**config.mk**
```make
export PLATFORM = sky130hd
export DESIGN_NAME = bitwise_logic_pipe
export DESIGN_NICKNAME = d
export VERILOG_FILES = /design/src/rtl/bitwise_logic_pipe.sv
export SDC_FILE = /design/constraint.sdc
export NUM_CORES = 1
export LEC_CHECK = 0
export BUFFER_PORTS_ARGS = -buffer_cell sky130_fd_sc_hd__buf_2
export CAP_MARGIN = 10
export CORE_MARGIN = 4
export CORE_UTILIZATION = 25
export DETAILED_ROUTE_END_ITERATION = 16
export PLACE_DENSITY = 0.48
export RECOVER_POWER = 25
export SLEW_MARGIN = 20
export SYNTH_ARGS = -nofsm -noshare
export SYNTH_HDL_FRONTEND = slang
export SYNTH_HIERARCHICAL = 1
export SYNTH_SLANG_ARGS = --single-unit
```
**constraint.sdc**
```tcl
create_clock -name clock -period 4.65 [get_ports clock]
set_input_delay 0.2325 -clock clock [delete_from_list [all_inputs] [get_ports clock]]
set_output_delay 0.2325 -clock clock [all_outputs]
set_load 0.01 [all_outputs]
```
**src/rtl/bitwise_logic_pipe.sv**
```systemverilog
// Two-stage valid/ready pipelined bitwise logic unit (AND/OR/XOR/NOR/ANDN/PASS).
// Optional all-zero / all-one result flags are built when BITWISE_REDUCE_EN is defined.

module bitwise_lane (
  input  logic       a,
  input  logic       b,
  input  logic [2:0] op,
  output logic       y
);
  always_comb begin
    y = 1'b0;
    case (op)
      3'b000:  y = a & b;
      3'b001:  y = a | b;
      3'b010:  y = a ^ b;
      3'b011:  y = ~(a | b);
      3'b100:  y = a & ~b;
      3'b101:  y = a;
      default: y = 1'b0;
    endcase
  end
endmodule

module bitwise_logic_pipe #(
  parameter int WIDTH = 32
) (
  input  logic             clock,
  input  logic             reset_n,
  input  logic             in_valid,
  output logic             in_ready,
  input  logic [WIDTH-1:0] num1,
  input  logic [WIDTH-1:0] num2,
  input  logic [2:0]       op,
  output logic             out_valid,
  input  logic             out_ready,
  output logic [WIDTH-1:0] out,
  output logic             out_zero,
  output logic             out_ones
);
  localparam int STAGES = 2;

  logic [STAGES:1] vld_pipe;
  logic [WIDTH-1:0] s1_a, s1_b, res;
  logic [2:0]       s1_op;
  logic             s2_load, in_fire;

  // An empty S2 always takes S1, so bubbles never block upstream.
  assign s2_load   = vld_pipe[1] && (!vld_pipe[2] || out_ready);
  assign in_ready  = !vld_pipe[1] || s2_load;
  assign in_fire   = in_valid && in_ready;
  assign out_valid = vld_pipe[2];

  for (genvar i = 0; i < WIDTH; i++) begin : g_lane
    bitwise_lane u_lane (.a(s1_a[i]), .b(s1_b[i]), .op(s1_op), .y(res[i]));
  end

  always_ff @(posedge clock or negedge reset_n) begin
    if (!reset_n) begin
      vld_pipe[1] <= 1'b0;
      s1_a        <= '0;
      s1_b        <= '0;
      s1_op       <= '0;
    end else if (in_fire) begin
      vld_pipe[1] <= 1'b1;
      s1_a        <= num1;
      s1_b        <= num2;
      s1_op       <= op;
    end else if (s2_load) begin
      vld_pipe[1] <= 1'b0;
    end
  end

  // out only moves on s2_load, so it holds while stalled.
  always_ff @(posedge clock or negedge reset_n) begin
    if (!reset_n) begin
      vld_pipe[2] <= 1'b0;
      out         <= '0;
    end else if (s2_load) begin
      vld_pipe[2] <= 1'b1;
      out         <= res;
    end else if (out_ready) begin
      vld_pipe[2] <= 1'b0;
    end
  end

`ifdef BITWISE_REDUCE_EN
  always_ff @(posedge clock or negedge reset_n) begin
    if (!reset_n) begin
      out_zero <= 1'b0;
      out_ones <= 1'b0;
    end else if (s2_load) begin
      out_zero <= ~|res;
      out_ones <= &res;
    end
  end
`else
  assign out_zero = 1'b0;
  assign out_ones = 1'b0;
`endif

endmodule

```
==> results by group, run 1 <==
Status
  – Status: complete, but fails checks
  – Failing checks: capacitance limit, slew limit

Setup path
  – Worst EP arrival: 2.71 ns
  – Worst-path cell chain: buf_4, mux2_4, nand3b_1, o311ai_2, mux2_2
  – Slowest CP cell: dfrtp_4
  – Crit path kind: flip-flop to flip-flop
  – Setup crit start kind: flip-flop
  – Crit path capture type: flip-flop
  – Critical path's largest stage delay: 1.03 ns
  – WP data required: 4.89 ns
  – CP Max Fanout: 67

Detailed routing
  – Via count: 4453
  – WL/cell: 14.28 µm
  – Final WL: 14670 µm
  – DRC viols: 0
  – Starting DRT DRC Count: 162
  – Antenna-violating nets left: 0
  – Pre-Repair DR Iteration Count: 4
  – Via density: 4.336

STA
  – Final hold viol count: 0
  – TNS Setup: 0 ns
  – Worst-Margin Slew: 1.857 ns
  – Final min period: 2.478 ns
  – Tcrit/Tclk final: 53.29%
  – RSZ-0062 raised after global routing: false
  – Max_slew headroom: -23.83%
  – Highest clock rate: 403.6 MHz
  – Setup-failing EPs final: 0
  – Slew Viols, Final: 34
  – Worst Skew: 0.009263 ns

Synth
  – YS warnings: 6
  – Yosys top cell by area: dfrtp_1
  – Largest family of logic cells by synthesized area: multiplexers
  – Synth Area in XOR/XNOR: 0%
  – Synth Cell Area: 6908 µm²
  – #FFs+latches synth: 101
  – Post-synthesis sequential area ratio: 36.59%
  – Simple-gate share of the synthesized area: 14.62%
  – Synthesized area per cell: 12.82 µm²
  – Post-synthesis adder-cell area fraction: 5.796%
  – Compound-Gate Fraction of Synth Area: 11.59%
  – Post-synth top area share: 36.59%
  – Synth cell types: 19
  – Synthesized instance count: 539
  – Mux cell area share after synthesis: 24.72%
  – Largest cells by area after synthesis: dfrtp_1 37%, mux2_4 13%, mux2_2 11%

Die
  – Cell row count: 60
  – Die area: 30350 µm²
  – # IOs: 107
  – Initial Utilization: 25.49%
  – Core footprint: 27100 µm²
  – Die Y: 174.2 µm
  – Die W: 174.2 µm

Global route
  – Total track usage: 10.02%
  – Global-route wire length before repair: 24790 µm
  – Number of global-route vias before repair: 4787
  – Congestion Overflow GR: 0
  – Initial antenna violation count: 0
  – Largest net degree at the start of global routing: 98

Cells and area
  – Most common cell after layout, fill and taps aside: dfrtp_1
  – Most frequent cells in the layout: 98 x dfrtp_1, 96 x inv_1, 77 x buf_2, 67 x mux2_2, 62 x mux2_4
  – Final core utilization: 30.12%
  – Fin nets: 753
  – Fill count: 2800
  – Area delta synth->final: 18.15%
  – Share of layout cells above drive strength 1: 45.19%
  – Antenna cell count: 0

Clock network
  – CTS tree: done
  – CTS clk-pin slew, worst paths: 0.07 ns
  – Clk sinks: 101
  – Post-CTS sizing: 0
  – TritonCTS Buffers: 9
  – H-tree Lvls: 3
  – Clk Latency, worst-skew pair: 0.35 ns
  – Longest Clk Path Bufs: 2
  – Root Buffer: clkbuf_16

Placed design
  – DP HPWL: 9641 µm
  – Gp weighted congestion: 0.6815
  – Port buffer count: 104

Power
  – Pwr dens: 399.9 nW/µm²
  – Peak supply drop: 0.1775 mV
  – Leakage: 3.851 nW

Worst hold path
  – Type of the worst min-delay path: primary input to flip-flop

Flow run
  – Max-cap viol count: 1
-- worst max-delay path: cells and delay by family (launching register included) --
kind	cells	cell delay, ns
flops	1	1.03
mux	2	0.61
buf+inv	1	0.51
simple gates	1	0.10
compound gates	1	0.10
-- final timing paths --
path	from	endpoint	slack, ns	cells after the start
worst max-delay path	s1_op[0]	out[4]	2.17	5
worst min-delay path	num2[30]	s1_b[30]	0.10	2
worst max register to register	s1_op[0]	out[4]	2.17	5
worst min register to register	out[1]	out[1]	0.51	1
max in group asynchronous	reset_n	s1_op[0]	2.33	3
min in group asynchronous	reset_n	out[17]	0.92	2
-- metal layers --
| layer | wire length [µm] | track usage [%] | up-vias |
|---|---|---|---|
| met1 | 7096 | 13.27 | 2190 |
| met5 | 0 | 0 | - |
| met4 | 153 | 2.474 | 0 |
| met3 | 599 | 2.588 | 9 |
| met2 | 6819 | 16.39 | 74 |
| li1 | - | - | 2180 |
-- what timing repair did --
| item | CTS | global route |
|---|---|---|
| buffers inserted | 0 | 0 |
| hold buffers | 1 | 0 |
| endpoints found under the hold margin | 31 | 0 |
-- synth_stat cells, drive strengths merged --
cell type	instances
mux2	131
nand4b	32
conb	1
buf	12
o311ai	32
nand3b	33
nand2	2
nand2b	35
dfrtp	101
a2bb2oi	32
inv	96
ha	32
-- logic make-up (layout without fill, tap and decap cells) --
group / after synthesis / count (layout)
buf+inv: 108 / 223
other cells: 1 / 2
fa+ha+maj: 32 / 32
flops: 101 / 101
mux: 131 / 131
compound gates: 64 / 64
simple gates: 102 / 102
-- report_power, final --
part / internal (W) / switching [W]
registers: 0.00107 / 0.000232
clock network: 0.000472 / 0.000357
logic: 0.000671 / 0.000461
total: 0.00221 / 0.00105
-- per-stage QoR --
stage / cells / hold WS [ns] / power [W] / setup WS (ns) / cell area, µm²
6_report: 1027 / 0.1035 / 0.003264 / 2.172 / 8162
5_1_grt: 1027 / 0.07789 / 0.003504 / 1.849 / 8162
4_1_cts: 1026 / 0.07554 / 0.003357 / 2.080 / 8185
3_5_place_dp: 1009 / 0.2215 / 0.002496 / 2.122 / 7859
3_3_place_gp: 1009 / 0.2204 / 0.002486 / 2.141 / 7859
2_1_floorplan: 540 / -0.06309 / 0.002172 / 1.159 / 6912
-- registers in the layout, summed over array words and instances, names as in the netlist --
| register | count |
|---|---|
| s1_a | 32 |
| s1_b | 32 |
| out | 32 |
| out_valid | 1 |
| s1_op | 3 |
| vld_pipe | 1 |
-- final cells by class --
| class | count | area, µm² | area share (%) |
|---|---|---|---|
| clock buffer | 10 | 229.0 | 2.805 |
| clock inverter | 6 | 87.58 | 1.073 |
| inverter | 96 | 360.3 | 4.415 |
| multi-input combinational | 331 | 3926 | 48.11 |
| sequential | 101 | 2539 | 31.11 |
| tap | 372 | 465.4 | 5.703 |
| timing repair buffer | 111 | 554.3 | 6.791 |
No activity file was read; power rests on OpenSTA's default activity.
==> inputs of run 2 (changes only) <==
==> constraint.sdc (replaced) <==
create_clock -name clock -period 2.4 [get_ports clock]
set_input_delay 0.12 -clock clock [delete_from_list [all_inputs] [get_ports clock]]
set_output_delay 0.12 -clock clock [all_outputs]
set_load 0.01 [all_outputs]
==> results by group, run 2 (synthesized netlist as in run 1, its figures left out) <==
Power
  – Logic pwr share: 37.2% (was 34.7%)
  – Leakage: 4.215 nW (was 3.851 nW)
  – Pwr dens: 733.5 nW/µm² (was 399.9 nW/µm²)
  – Sw frac: 31.69% (was 32.16%)
  – NetSw: 0.002063 W (was 0.001050 W)
  – Clock share of power: 25.0% (was 25.4%)
  – Int Power: 0.004448 W (was 0.002214 W)
  – Peak supply drop: 0.2994 mV (was 0.1775 mV)
  – Flop pwr share: 37.9% (was 39.9%)

Cells and area
  – Area delta synth->final: 28.49% (was 18.15%)
  – Antenna cell count: 0 (unchanged)
  – Final core utilization: 32.75% (was 30.12%)
  – Post-route design area: 8876 µm² (was 8162 µm²)
  – Biggest regs: out: 32 flops, s1_a: 32 flops, s1_b: 32 flops (unchanged)
  – Most common cell after layout, fill and taps aside: dfrtp_1 (unchanged)
  – Most frequent cells in the layout: 98 x dfrtp_1, 96 x inv_1, 92 x buf_2, 67 x mux2_2, 62 x mux2_4 (was 98 x dfrtp_1, 96 x inv_1, 77 x buf_2, 67 x mux2_2, 62 x mux2_4)
  – Fin nets: 816 (was 753)
  – Fill count: 2731 (was 2800)
  – Share of layout cells above drive strength 1: 44.29% (was 45.19%)

Global route
  – Total track usage: 10.37% (was 10.02%)
  – Initial antenna violation count: 0 (unchanged)
  – Global-route wire length before repair: 25420 µm (was 24790 µm)
  – Largest net degree at the start of global routing: 56 (was 98)
  – Number of global-route vias before repair: 4771 (was 4787)
  – Congestion Overflow GR: 0 (unchanged)

Clock network
  – TritonCTS Buffers: 9 (unchanged)
  – Longest Clk Path Bufs: 2 (unchanged)
  – Clk Latency, worst-skew pair: 0.36 ns (was 0.35 ns)
  – Post-CTS Setup Inserts: 0 (unchanged)
  – Post-CTS Hold Buffers: 58 (was 1)
  – CTS tree: done (unchanged)
  – CTS clk-pin slew, worst paths: 0.07 ns (about the same)
  – Clk sinks: 101 (unchanged)
  – H-tree Lvls: 3 (unchanged)
  – Root Buffer: clkbuf_16 (unchanged)
  – Post-CTS sizing: 0 (unchanged)

Worst hold path
  – Type of the worst min-delay path: primary input to flip-flop (unchanged)
  – Hold_sp: num1[16] (was num2[30])
  – Worst hold endpoint: s1_a[16] (was s1_b[30])
  – Cells on Worst Hold Path: 2 (unchanged)

STA
  – Final min period: 1.785 ns (was 2.478 ns)
  – Setup-failing EPs final: 0 (unchanged)
  – Slew Viols, Final: 0 (was 34)
  – Worst Skew: 0.01637 ns (was 0.009263 ns)
  – Highest clock rate: 560.2 MHz (was 403.6 MHz)
  – Setup slack after layout: 0.6151 ns (was 2.172 ns)
  – Worst-Margin Slew: 0.8908 ns (was 1.857 ns)
  – Tcrit/Tclk final: 74.37% (was 53.29%)
  – RSZ-0062 raised after global routing: false (unchanged)
  – Final hold viol count: 0 (unchanged)
  – Max_slew headroom: 40.61% (was -23.83%)
  – TNS Setup: 0 ns (unchanged)

Detailed routing
  – Pre-Repair DR Iteration Count: 4 (unchanged)
  – WL/cell: 14.15 µm (was 14.28 µm)
  – Antenna-violating nets left: 0 (unchanged)
  – Final WL: 15420 µm (was 14670 µm)
  – Via count: 4635 (was 4453)
  – Via density: 4.252 (was 4.336)
  – DRC viols: 0 (unchanged)
  – Starting DRT DRC Count: 145 (was 162)

Setup path
  – Worst r2r path cells: 4 (was 5)
  – Slowest CP cell: dfrtp_4 (unchanged)
  – Setup crit start kind: flip-flop (unchanged)
  – Worst reg-to-reg setup slack: 0.62 ns (was 2.17 ns)
  – Worst EP arrival: 2.01 ns (was 2.71 ns)
  – Worst-path cell chain: buf_4, nand4b_1, o311ai_2, mux2_2 (was buf_4, mux2_4, nand3b_1, o311ai_2, mux2_2)
  – CP Max Fanout: 45 (was 67)
  – Critical path's largest stage delay: 0.77 ns (was 1.03 ns)
  – Critical R2R Launch: s1_op[1] (was s1_op[0])
  – Crit path kind: flip-flop to flip-flop (unchanged)
  – WP data required: 2.63 ns (was 4.89 ns)
  – Crit path capture type: flip-flop (unchanged)
  – Worst setup path startpoint: s1_op[1] (was s1_op[0])
  – FF-to-FF End: out[12] (was out[4])

Die
  – Cell row count: 60 (unchanged)
  – Die W: 174.2 µm (unchanged)
  – # IOs: 107 (unchanged)
  – Die area: 30350 µm² (unchanged)
  – Initial Utilization: 25.49% (unchanged)
  – Die Y: 174.2 µm (unchanged)
  – Core footprint: 27100 µm² (unchanged)

Placed design
  – Area post-placement: 7999 µm² (was 7859 µm²)
  – DP Worst Slack: 0.6009 ns (was 2.122 ns)
  – DP HPWL: 10680 µm (was 9641 µm)
  – Port buffer count: 104 (unchanged)
  – Gp weighted congestion: 0.6750 (was 0.6815)

Status
  – Status: completed (was complete, but fails checks)

Flow run
  – Max-cap viol count: 0 (was 1)
-- run 2: power groups by stage --
stage | clock network, W | registers, W | logic [W]
2_1_floorplan | 0 | 0.00260 | 0.00157
3_3_place_gp | 0 | 0.00252 | 0.00237
3_5_place_dp | 0 | 0.00251 | 0.00241
4_1_cts | 0.00171 | 0.00248 | 0.00249
5_1_grt | 0.00176 | 0.00253 | 0.00268
6_report | 0.00163 | 0.00247 | 0.00242
-- run 2: worst max path at each step --
stage	to	slack (ns)	cells after the start
3_3_place_gp	out[16]	0.63	4
6_report	out[12]	0.62	4
5_1_grt	out[12]	0.47	4
3_5_place_dp	out[16]	0.60	4
2_1_floorplan	out[16]	0.39	4
4_1_cts	out[17]	0.59	4
-- run 2: critical path: cells and delay by family (launching register included) --
kind / cells / cell delay, ns
compound gates: 1 / 0.11
buf+inv: 1 / 0.34
flops: 1 / 0.77
mux: 1 / 0.28
simple gates: 1 / 0.16
-- run 2: final cells by class --
type	instances	area, µm²	area share (%)
timing repair buffer	174	1265	14.25
multi-input combinational	331	3921	44.18
sequential	101	2539	28.60
clock buffer	11	242.7	2.735
inverter	96	360.3	4.060
clock inverter	5	82.58	0.9304
tap	372	465.4	5.244
-- run 2: per-layer routing --
metal	wire length, µm	vias up	GRT usage, %	part of all wire (%)
met3	520	9	2.262	3.4
met2	6808	73	16.17	44
met5	0	-	0	0
met4	167	0	2.573	1.1
met1	7928	2243	14.62	51
li1	-	2310	-	-
-- run 2: through the flow --
step	total power, W	cells	hold slack, ns
2_1_floorplan	0.004169	540	-0.1756
3_3_place_gp	0.004891	1016	0.1139
3_5_place_dp	0.004919	1016	0.1062
4_1_cts	0.006685	1090	0.0001028
5_1_grt	0.006971	1090	0.004958
6_report	0.006511	1090	0.01287
==> inputs of run 3 (changes only) <==
--- a/config.mk
+++ b/config.mk
@@ -5,12 +5,13 @@
 export SDC_FILE = /design/constraint.sdc
 export NUM_CORES = 1
 export LEC_CHECK = 0
+export ABC_AREA = 1
 export BUFFER_PORTS_ARGS = -buffer_cell sky130_fd_sc_hd__buf_2
 export CAP_MARGIN = 10
 export CORE_MARGIN = 4
 export CORE_UTILIZATION = 25
 export DETAILED_ROUTE_END_ITERATION = 16
-export PLACE_DENSITY = 0.48
+export PLACE_DENSITY = 0.49
 export RECOVER_POWER = 25
 export SLEW_MARGIN = 20
 export SYNTH_ARGS = -nofsm -noshare
==> constraint.sdc (replaced) <==
create_clock -name clock -period 1.45 [get_ports clock]
set_input_delay 0.0725 -clock clock [delete_from_list [all_inputs] [get_ports clock]]
set_output_delay 0.0725 -clock clock [all_outputs]
set_load 0.01 [all_outputs]
==> results by group, run 3 <==
Clock network
  – Clk sinks: 101 (unchanged)
  – CTS clk-pin slew, worst paths: 0.08 ns (was 0.07 ns)
  – CTS tree: done (unchanged)
  – H-tree Lvls: 3 (unchanged)
  – Clk Latency, worst-skew pair: 0.36 ns (about the same)
  – Root Buffer: clkbuf_16 (unchanged)
  – Longest Clk Path Bufs: 2 (unchanged)
  – TritonCTS Buffers: 9 (unchanged)

Setup path
  – Crit path kind: flip-flop to flip-flop (unchanged)
  – Worst-path cell chain: buf_12, buf_16, nor3_2, o21ai_0, nand2_1, nand3_1, nand2_1 (was buf_4, nand4b_1, o311ai_2, mux2_2)
  – Critical path's largest stage delay: 0.49 ns (was 0.77 ns)
  – Crit path capture type: flip-flop (unchanged)
  – Worst EP arrival: 1.68 ns (was 2.01 ns)
  – CP Max Fanout: 18 (was 45)
  – Setup crit start kind: flip-flop (unchanged)
  – Slowest CP cell: dfrtp_4 (unchanged)
  – WP data required: 1.74 ns (was 2.63 ns)
  – Most used cell, CP: nand2_1

STA
  – Final min period: 1.389 ns (was 1.785 ns)
  – Final hold viol count: 1 (was 0)
  – Worst-Margin Slew: 0.8877 ns (was 0.8908 ns)
  – Tcrit/Tclk final: 95.76% (was 74.37%)
  – Setup slack after layout: 0.06144 ns (was 0.6151 ns)
  – Hold_ws: -0.002493 ns (was 0.01287 ns)
  – Max_slew headroom: 40.82% (was 40.61%)
  – Highest clock rate: 720.2 MHz (was 560.2 MHz)
  – Worst Skew: 0.01269 ns (was 0.01637 ns)
  – RSZ-0062 raised after global routing: true (was false)
  – Setup-failing EPs final: 0 (unchanged)
  – Slew Viols, Final: 0 (unchanged)

Die
  – Die area: 29210 µm² (was 30350 µm²)
  – Initial Utilization: 25.46% (was 25.49%)
  – # IOs: 107 (unchanged)
  – Die Y: 170.9 µm (was 174.2 µm)
  – Core footprint: 26060 µm² (was 27100 µm²)
  – Die W: 170.9 µm (was 174.2 µm)
  – Cell row count: 59 (was 60)

Global route
  – Initial antenna violation count: 0 (unchanged)
  – Total track usage: 13.55% (was 10.37%)
  – Congestion Overflow GR: 0 (unchanged)
  – Largest net degree at the start of global routing: 49 (was 56)
  – Global-route wire length before repair: 32150 µm (was 25420 µm)
  – Number of global-route vias before repair: 6517 (was 4771)

Synth
  – #FFs+latches synth: 101 (unchanged)
  – Post-synth top area share: 38.09% (was 36.59%)
  – Top-count cell post-synth: nand2_1 (was dfrtp_1)
  – Synth Area in XOR/XNOR: 0% (unchanged)
  – Post-synthesis sequential area ratio: 38.09% (was 36.59%)
  – Ys flop type: dfrtp_1 (unchanged)
  – Synthesized area per cell: 6.531 µm² (was 12.82 µm²)
  – Largest cells by area after synthesis: dfrtp_1 38%, nand2_1 20%, nand3_1 15% (was dfrtp_1 37%, mux2_4 13%, mux2_2 11%)
  – Synth cell types: 16 (was 19)
  – Number of synthesized flops with an enable pin: 0 (unchanged)
  – Largest family of logic cells by synthesized area: simple AND/OR/NAND/NOR gates (was multiplexers)
  – Post-synthesis async set-or-reset flop share: 100.0% (unchanged)
  – Compound-Gate Fraction of Synth Area: 2.414% (was 11.59%)
  – Synth Cell Area: 6635 µm² (was 6908 µm²)
  – Synthesized instance count: 1016 (was 539)
  – Yosys top cell by area: dfrtp_1 (unchanged)
  – Simple-gate share of the synthesized area: 37.96% (was 14.62%)
  – Mux cell area share after synthesis: 0% (was 24.72%)
  – Post-synthesis adder-cell area fraction: 6.034% (was 5.796%)
  – Post-synth top cells: 362 x nand2_1, 225 x inv_1, 195 x nand3_1 (was 101 x dfrtp_1, 96 x inv_1, 67 x mux2_2)
  – YS warnings: 6 (unchanged)

Placed design
  – Area post-placement: 7906 µm² (was 7999 µm²)
  – DP HPWL: 13810 µm (was 10680 µm)
  – Port buffer count: 104 (unchanged)
  – Gp weighted congestion: 0.8168 (was 0.6750)
  – DP Worst Slack: 0.09306 ns (was 0.6009 ns)

Cells and area
  – Fill count: 2843 (was 2731)
  – FF/Latch Area: 2539 µm² (unchanged)
  – Multi-input logic area: 3183 µm² (was 3921 µm²)
  – Fin nets: 1308 (was 816)
  – Biggest regs: out: 32 flops, s1_a: 32 flops, s1_b: 32 flops (unchanged)
  – Most common cell after layout, fill and taps aside: nand2_1 (was dfrtp_1)
  – Most frequent cells in the layout: 360 x nand2_1, 220 x inv_1, 195 x nand3_1, 104 x buf_2, 96 x dfrtp_1 (was 98 x dfrtp_1, 96 x inv_1, 92 x buf_2, 67 x mux2_2, 62 x mux2_4)
  – Antenna cell count: 0 (unchanged)
  – Share of layout cells above drive strength 1: 16.28% (was 44.29%)
  – Post-route design area: 8972 µm² (was 8876 µm²)
  – Area delta synth->final: 35.23% (was 28.49%)

Power
  – Int Power: 0.006515 W (was 0.004448 W)
  – Leakage: 5.203 nW (was 4.215 nW)
  – Sw frac: 38.52% (was 31.69%)
  – Pwr dens: 1181 nW/µm² (was 733.5 nW/µm²)
  – Logic pwr share: 39.1% (was 37.2%)
  – Peak supply drop: 0.4679 mV (was 0.2994 mV)
  – NetSw: 0.004082 W (was 0.002063 W)
  – Clock share of power: 24.1% (was 25.0%)
  – Total power: 0.01060 W (was 0.006511 W)
  – Flop pwr share: 36.8% (was 37.9%)

Worst hold path
  – Type of the worst min-delay path: primary input to flip-flop (unchanged)

Detailed routing
  – Via density: 4.295 (was 4.252)
  – Antenna-violating nets left: 0 (unchanged)
  – Via count: 6636 (was 4635)
  – Final WL: 19520 µm (was 15420 µm)
  – Pre-Repair DR Iteration Count: 5 (was 4)
  – WL/cell: 12.63 µm (was 14.15 µm)
  – DRC viols: 0 (unchanged)
  – Starting DRT DRC Count: 306 (was 145)

Status
  – Status: complete, but fails checks (was completed)
  – Failing checks: hold timing

Flow run
  – Max-cap viol count: 0 (unchanged)
==> run 3: cell count changes after synthesis, moves of 62 or more <==
cell	change
nand3_1	+195
mux2_2	-67
mux2_4	-62
inv_1	+129
nand2_1	+361
==> run 3: through the flow <==
stage               TNS, ns  cells  hold slack [ns]  utilization, %
finish                    0   1545        -0.002493           34.43
global route        -0.4523   1545         0.002091           34.43
CTS                       0   1540        0.0006047           33.84
detailed placement        0   1464          0.06715           30.34
global placement          0   1464          0.05788           30.34
floorplan                 0   1017          -0.2231               -
==> run 3: final timing paths <==
path / startpoint / to / slack (ns) / cells past startpoint
worst max-delay path: s1_op[1] / out[13] / 0.06 / 7
worst min-delay path: num2[7] / s1_b[7] / -0.002 / 3
worst max register to register: s1_op[1] / out[13] / 0.06 / 7
worst min register to register: out[25] / out[25] / 0.47 / 2
max in group asynchronous: reset_n / out[6] / 0.20 / 3
min in group asynchronous: reset_n / s1_a[28] / 0.36 / 2
==> run 3: cell families after synthesis <==
group / after synthesis
AND/OR/NAND/NOR: 591
buffers and inverters: 259
flip-flops: 101
AO/OA/AOI/OAI: 32
adder cells (fa/ha/maj): 32
other: 1
==> run 3: per-layer routing <==
metal / up-vias / part of all wire [%] / global-route usage, %
met2: 112 / 47 / 22.90
li1: 3495 / - / -
met4: 0 / 1.1 / 2.928
met3: 13 / 3.8 / 2.588
met1: 3016 / 48 / 18.14
met5: - / 0 / 0
==> run 3: repair_timing <==
item | in CTS | in global routing
hold buffers | 60 | 0
gates resized for setup | 1 | 41
setup endpoints to repair | 1 | 23
endpoints found under the hold margin | 84 | 0
gates cloned | 0 | 1
buffers inserted | 0 | 4
==> run 3: area by class of cell <==
class	count	share of cell area, %
Clock buffer	9	2.510
Sequential cell	101	28.29
Multi-Input combinational cell	657	35.48
Inverter	225	9.413
Tap cell	335	4.672
Clock inverter	7	0.9204
Timing Repair Buffer	211	18.71
==> run 3: power by group through the flow <==
stage	sequential, W	clock, W	combinational (W)
2_1_floorplan	0.00416	0	0.00217
6_report	0.00390	0.00256	0.00414
4_1_cts	0.00393	0.00266	0.00406
5_1_grt	0.00400	0.00278	0.00483
3_3_place_gp	0.00398	0	0.00386
3_5_place_dp	0.00397	0	0.00392
==> run 3: worst max-delay path: cells and delay by family (launching register included) <==
family,cells,cell delay (ns)
flops,1,0.49
simple gates,4,0.41
compound gates,1,0.09
buf+inv,2,0.31
